==> src/rtl/ifetch_queue.sv <==
// RV32I instruction-fetch front end: issues word fetches and buffers PC/PC+4/prediction/instr entries.
// Optional same-cycle bypass of an empty queue is enabled by defining IFETCH_BYPASS_EN.
`timescale 1ns/1ps

package ifetch_pkg;
  typedef struct packed {
    logic        token;
    logic [31:0] pc;
    logic [31:0] pc4;
    logic [31:0] instr;
    logic [31:0] prediction;
  } fetch_ex_pipeline_reg_t;
endpackage

module ifetch_queue
  import ifetch_pkg::*;
#(
  parameter logic [31:0] RESET_PC = 32'h0000_0200,
  parameter int unsigned DEPTH    = 4
) (
  input  logic                   CLK,
  input  logic                   nRST,
  output logic                   imem_ren,
  output logic [31:0]            imem_addr,
  input  logic                   imem_busy,
  input  logic [31:0]            imem_rdata,
  input  logic                   predict_taken,
  input  logic [31:0]            predict_target,
  input  logic                   redirect,
  input  logic [31:0]            redirect_pc,
  input  logic                   ex_ready,
  output fetch_ex_pipeline_reg_t fetch_ex_reg
);
  localparam int unsigned PW = $clog2(DEPTH);

  localparam logic [0:0] FETCH   = 1'b0;
  localparam logic [0:0] DISCARD = 1'b1;

  logic [0:0]             state;
  logic [31:0]            req_addr;
  logic [31:0]            fetch_pc;
  fetch_ex_pipeline_reg_t mem [DEPTH];
  logic [PW-1:0]          rd_ptr;
  logic [PW-1:0]          wr_ptr;
  logic [PW:0]            count;

  logic                   empty;
  logic                   done;
  logic                   push;
  logic                   pop;
  logic                   bypass_take;
  logic [31:0]            redirect_addr;
  logic [31:0]            pc4;
  logic [31:0]            prediction;
  fetch_ex_pipeline_reg_t new_entry;

  assign empty         = (count == '0);
  // count never exceeds DEPTH (a power of two), so its top bit alone means "full"
  assign imem_ren      = nRST && ((state == DISCARD) || !count[PW]);
  assign imem_addr     = req_addr;
  assign done          = imem_ren && !imem_busy;
  assign redirect_addr = redirect_pc & 32'hFFFF_FFFC;
  assign pc4           = req_addr + 32'd4;
  assign prediction    = predict_taken ? (predict_target & 32'hFFFF_FFFC) : pc4;

  always_comb begin
    new_entry            = '0;
    new_entry.token      = 1'b1;
    new_entry.pc         = req_addr;
    new_entry.pc4        = pc4;
    new_entry.instr      = imem_rdata;
    new_entry.prediction = prediction;
  end

`ifdef IFETCH_BYPASS_EN
  logic bypass;
  assign bypass       = empty && (state == FETCH) && done && !redirect;
  assign bypass_take  = bypass && ex_ready;
  assign fetch_ex_reg = bypass ? new_entry : (empty ? '0 : mem[rd_ptr]);
`else
  assign bypass_take  = 1'b0;
  assign fetch_ex_reg = empty ? '0 : mem[rd_ptr];
`endif

  assign push = (state == FETCH) && done && !redirect && !bypass_take;
  assign pop  = !empty && ex_ready && !redirect;

  always_ff @(posedge CLK) begin
    if (push) mem[wr_ptr] <= new_entry;
  end

  always_ff @(posedge CLK or negedge nRST) begin
    if (!nRST) begin
      state    <= FETCH;
      req_addr <= RESET_PC;
      fetch_pc <= RESET_PC;
      rd_ptr   <= '0;
      wr_ptr   <= '0;
      count    <= '0;
    end else if (redirect) begin
      rd_ptr   <= '0;
      wr_ptr   <= '0;
      count    <= '0;
      fetch_pc <= redirect_addr;
      // an in-flight request must finish on its old address before the restart is issued
      if (imem_ren && imem_busy) begin
        state <= DISCARD;
      end else begin
        state    <= FETCH;
        req_addr <= redirect_addr;
      end
    end else begin
      if (push) wr_ptr <= wr_ptr + 1'b1;
      if (pop)  rd_ptr <= rd_ptr + 1'b1;
      if (push && !pop)      count <= count + 1'b1;
      else if (pop && !push) count <= count - 1'b1;
      if (done) begin
        if (state == DISCARD) begin
          state    <= FETCH;
          req_addr <= fetch_pc;
        end else begin
          req_addr <= prediction;
          fetch_pc <= prediction;
        end
      end
    end
  end
endmodule

==> config.mk <==
export PLATFORM = sky130hd
export DESIGN_NAME = ifetch_queue
export DESIGN_NICKNAME = d
export VERILOG_FILES = /design/src/rtl/ifetch_queue.sv
export SDC_FILE = /design/constraint.sdc
export NUM_CORES = 1
export LEC_CHECK = 0
export ABC_AREA = 1
export BUFFER_PORTS_ARGS = -buffer_cell sky130_fd_sc_hd__buf_2
export CAP_MARGIN = 20
export CORE_UTILIZATION = 42
export CTS_CLUSTER_SIZE = 10
export DETAILED_ROUTE_END_ITERATION = 12
export RECOVER_POWER = 25
export SYNTH_ARGS = -nofsm -noshare
export SYNTH_HDL_FRONTEND = slang
export SYNTH_SLANG_ARGS = --single-unit
==> constraint.sdc <==
create_clock -name CLK -period 13.76 [get_ports CLK]
set_input_delay 2.064 -clock CLK [delete_from_list [all_inputs] [get_ports CLK]]
set_output_delay 2.064 -clock CLK [all_outputs]
set_load 0.02 [all_outputs]
==> impl_metrics.yaml <==
place:
  hpwl_um: 38900
  dp.cells: 3153
  placed_cell_area_um2: 26300
  routabilityCongestion: 0.847
  port_buffers: 259
die:
  die_height_um: 243
  start_util_pct: 42.9
  num_rows: 87
  design.die.area_um2: 59000
  core-area_um2: 56800
  die_w_um: 243
  ioPinCount: 264
cts:
  ctsLongestPathBuffers: 3
  ctsHoldBuffers: 0
  postCtsResizedCells: 0
  root_buffer: "clkbuf_16"
  htreeDepth: 3
  insertion_delay_ps: 600
  cts.sinks: 576
  cts_buffers: 69
  post_cts_buffers: 0
  cts_tree: "done"
  clk_transition_reported_paths_ps: 50
power_and_ir_drop:
  p_seq_share_pct: 40.6
  leakagePower_nw: 10.7
  clkPwrFrac_pct: 30.2
  p_per_area_nw_per_um2: 195
  comb_power_share_pct: 29.2
  ir_drop_mv: 0.152
  internal-power_mw: 3.50
  switching_power_mw: 1.99
  switching_share_pct: 36.2
synth:
  ys_top_cells_by_area: "edfxtp_1 (62%), nor2_1 (8.4%), dfrtp_1 (7.2%)"
  mappedNetlistArea_um2: 24400
  synth-edff-count: 504
  yosysSeqAreaShare_pct: 69.5
  synthTopCellsByCount: "nor2_1 (546), edfxtp_1 (504), nand2_1 (307)"
  synth_fp_nets: 2353
  ys_warn_count: 0
  ys_types: 39
  yosys.area.top_type_share_pct: 62.1
  synth_top_area_cell: "edfxtp_1"
  yosys_register_bits: 576
  avgSynthCellArea_um2: 10.8
  synth.most_common_cell: "nor2_1"
  synth_ff_type: "edfxtp_1"
  syn_inst: 2245
  async_flop_share_pct: 12.5
timing:
  rsz0062_at_grt: "false"
  hold_viol_final: 0
  hold_slack_ps: 480
  fin_skew_ps: 23.8
  slew_headroom_pct: 28.2
  setup_viol: 0
  tns_ps: 0
  fin_crit_sh_pct: 43.2
  worst_pin_slew_ps: 1070
  min_period_ps: 5950
  max_freq_mhz: 168
  final_max_slew_viol_count: 0
route:
  drc_errors: 0
  wl_per_cell_um: 19.8
  drt_iter0_drc: 1096
  routed_via_density: 5.20
  vias: 17000
  dr.pass1.iters: 5
  drtAntennaViolNets: 0
  drt_wl_total_um: 64600
setup_path:
  crit_type: "register to output port"
  cp-end-kind: "output port"
  path_max_fanout: 122
  crit_path_max_incr_delay_ps: 770
  path_cells: "inv_6 > buf_16 > buf_4 > o21ai_0 > a21oi_1 > buf_2"
  required_ps: 11700
  crit_family: "buffers and inverters"
  worstPathBufferInverterCount: 4
  crit_slowest_cell: "dfrtp_4"
  arrival_ps: 3880
  crit_path_start_kind: "register"
finish:
  drive_gt1_share_pct: 14.9
  nFillCells: 5121
  area_growth_pct: 15.9
  final_nets: 2577
  regArea_um2: 16900
  multi_input_comb_area_um2: 6520
  instances_no_fill: 3261
  stdcell_area_um2: 28200
global_routing:
  grt_pass1_wl_um: 96700
  grt_use_total_pct: 21.7
  grt_max_degree: 195
  grt-ovfl-total: 0
  grt_pass1_vias: 16100
  antenna_found_initial: 7
run_status:
  outcome: "finished, final reports clean"
flow_run:
  maxCapViolCount: 0
worst_hold_path:
  hold_path_class: "register to register"
[stage by stage]
step | utilization [%] | power (mW) | setup WS, ps
floorplan | - | 3.24 | 5310
global placement | 46.2 | 3.86 | 7710
detailed placement | 46.2 | 3.88 | 7660
CTS | 49.8 | 5.55 | 7520
global route | 49.7 | 5.75 | 7570
finish | 49.7 | 5.49 | 7810
[state kept, by name (all words and copies together) (netlist names)]
register / count
fetch_pc: 32
wr_ptr: 2
imem_addr: 32
rd_ptr: 2
count: 3
mem: 504
state: 1
[per-layer routing]
layer  share of wire (%)  routed length [µm]  vias to the layer above  GRT usage [%]
met3                 6.3                4040                      110           4.38
li1                    -                   -                     8126              -
met4                 2.8                1790                       10           7.49
met2                  46               30000                      493           34.0
met5                0.11                  69                        -              0
met1                  44               28700                     8214           30.2
[worst paths after layout]
check / to / slack, ps / depth (start not counted) / from
setup / recovery: fetch_ex_reg[16] / 7810 / 6 / rd_ptr[0]
hold / removal: fetch_pc[16] / 480 / 2 / fetch_pc[16]
setup reg to reg: mem[3][55] / 9810 / 6 / state
hold reg to reg: fetch_pc[16] / 480 / 2 / fetch_pc[16]
max in group asynchronous: rd_ptr[1] / 10800 / 2 / nRST
min in group asynchronous: imem_addr[28] / 1550 / 1 / nRST
[power groups by stage]
stage          combinational, mW  clock, mW  sequential, mW
4_1_cts                     1.63       1.69            2.23
2_1_floorplan               1.00          0            2.23
5_1_grt                     1.75       1.75            2.24
3_5_place_dp                1.62          0            2.26
3_3_place_gp                1.60          0            2.26
6_report                    1.61       1.66            2.23
[cell families after synthesis]
family	count (synthesis)	synth area share (%)
XOR/XNOR	7	0.252
buffers and inverters	218	3.62
adder cells (fa/ha/maj)	6	0.339
AO/OA/AOI/OAI	457	9.88
flip-flops	576	69.5
AND/OR/NAND/NOR	981	16.4
[placed cells by master (no fill, tap or decap), types with 5 or more instances in the layout]
| master | count |
|---|---|
| nor2_1 | 547 |
| edfxtp_1 | 504 |
| nand2_1 | 309 |
| o21ai_0 | 273 |
| buf_2 | 226 |
| a21oi_1 | 133 |
| inv_1 | 86 |
| clkbuf_16 | 73 |
| dfrtp_1 | 68 |
| nand3_1 | 64 |
| clkbuf_1 | 56 |
| or2_2 | 20 |
| and2_1 | 18 |
| a22o_1 | 17 |
| o21ai_1 | 17 |
| buf_4 | 16 |
| nor2_4 | 8 |
| xor2_1 | 6 |
| inv_2 | 5 |
| nor2_2 | 5 |
| ha_1 | 5 |
[worst min-delay path, delay by kind of cell, from the launching register on]
kind / cells / cell delay, ps
AND/OR/NAND/NOR: 2 / 110
flip-flops: 1 / 340
[area by class of cell]
| class | instances | area share (%) |
|---|---|---|
| tap | 756 | 3.35 |
| inverter | 94 | 1.29 |
| sequential | 576 | 60.0 |
| timing repair buffer | 277 | 5.04 |
| multi-input combinational | 1451 | 23.1 |
| clock inverter | 7 | 0.293 |
| clock buffer | 98 | 6.88 |
| antenna | 2 | 0.0177 |
Note: power is estimated with default switching activity, not from simulation.
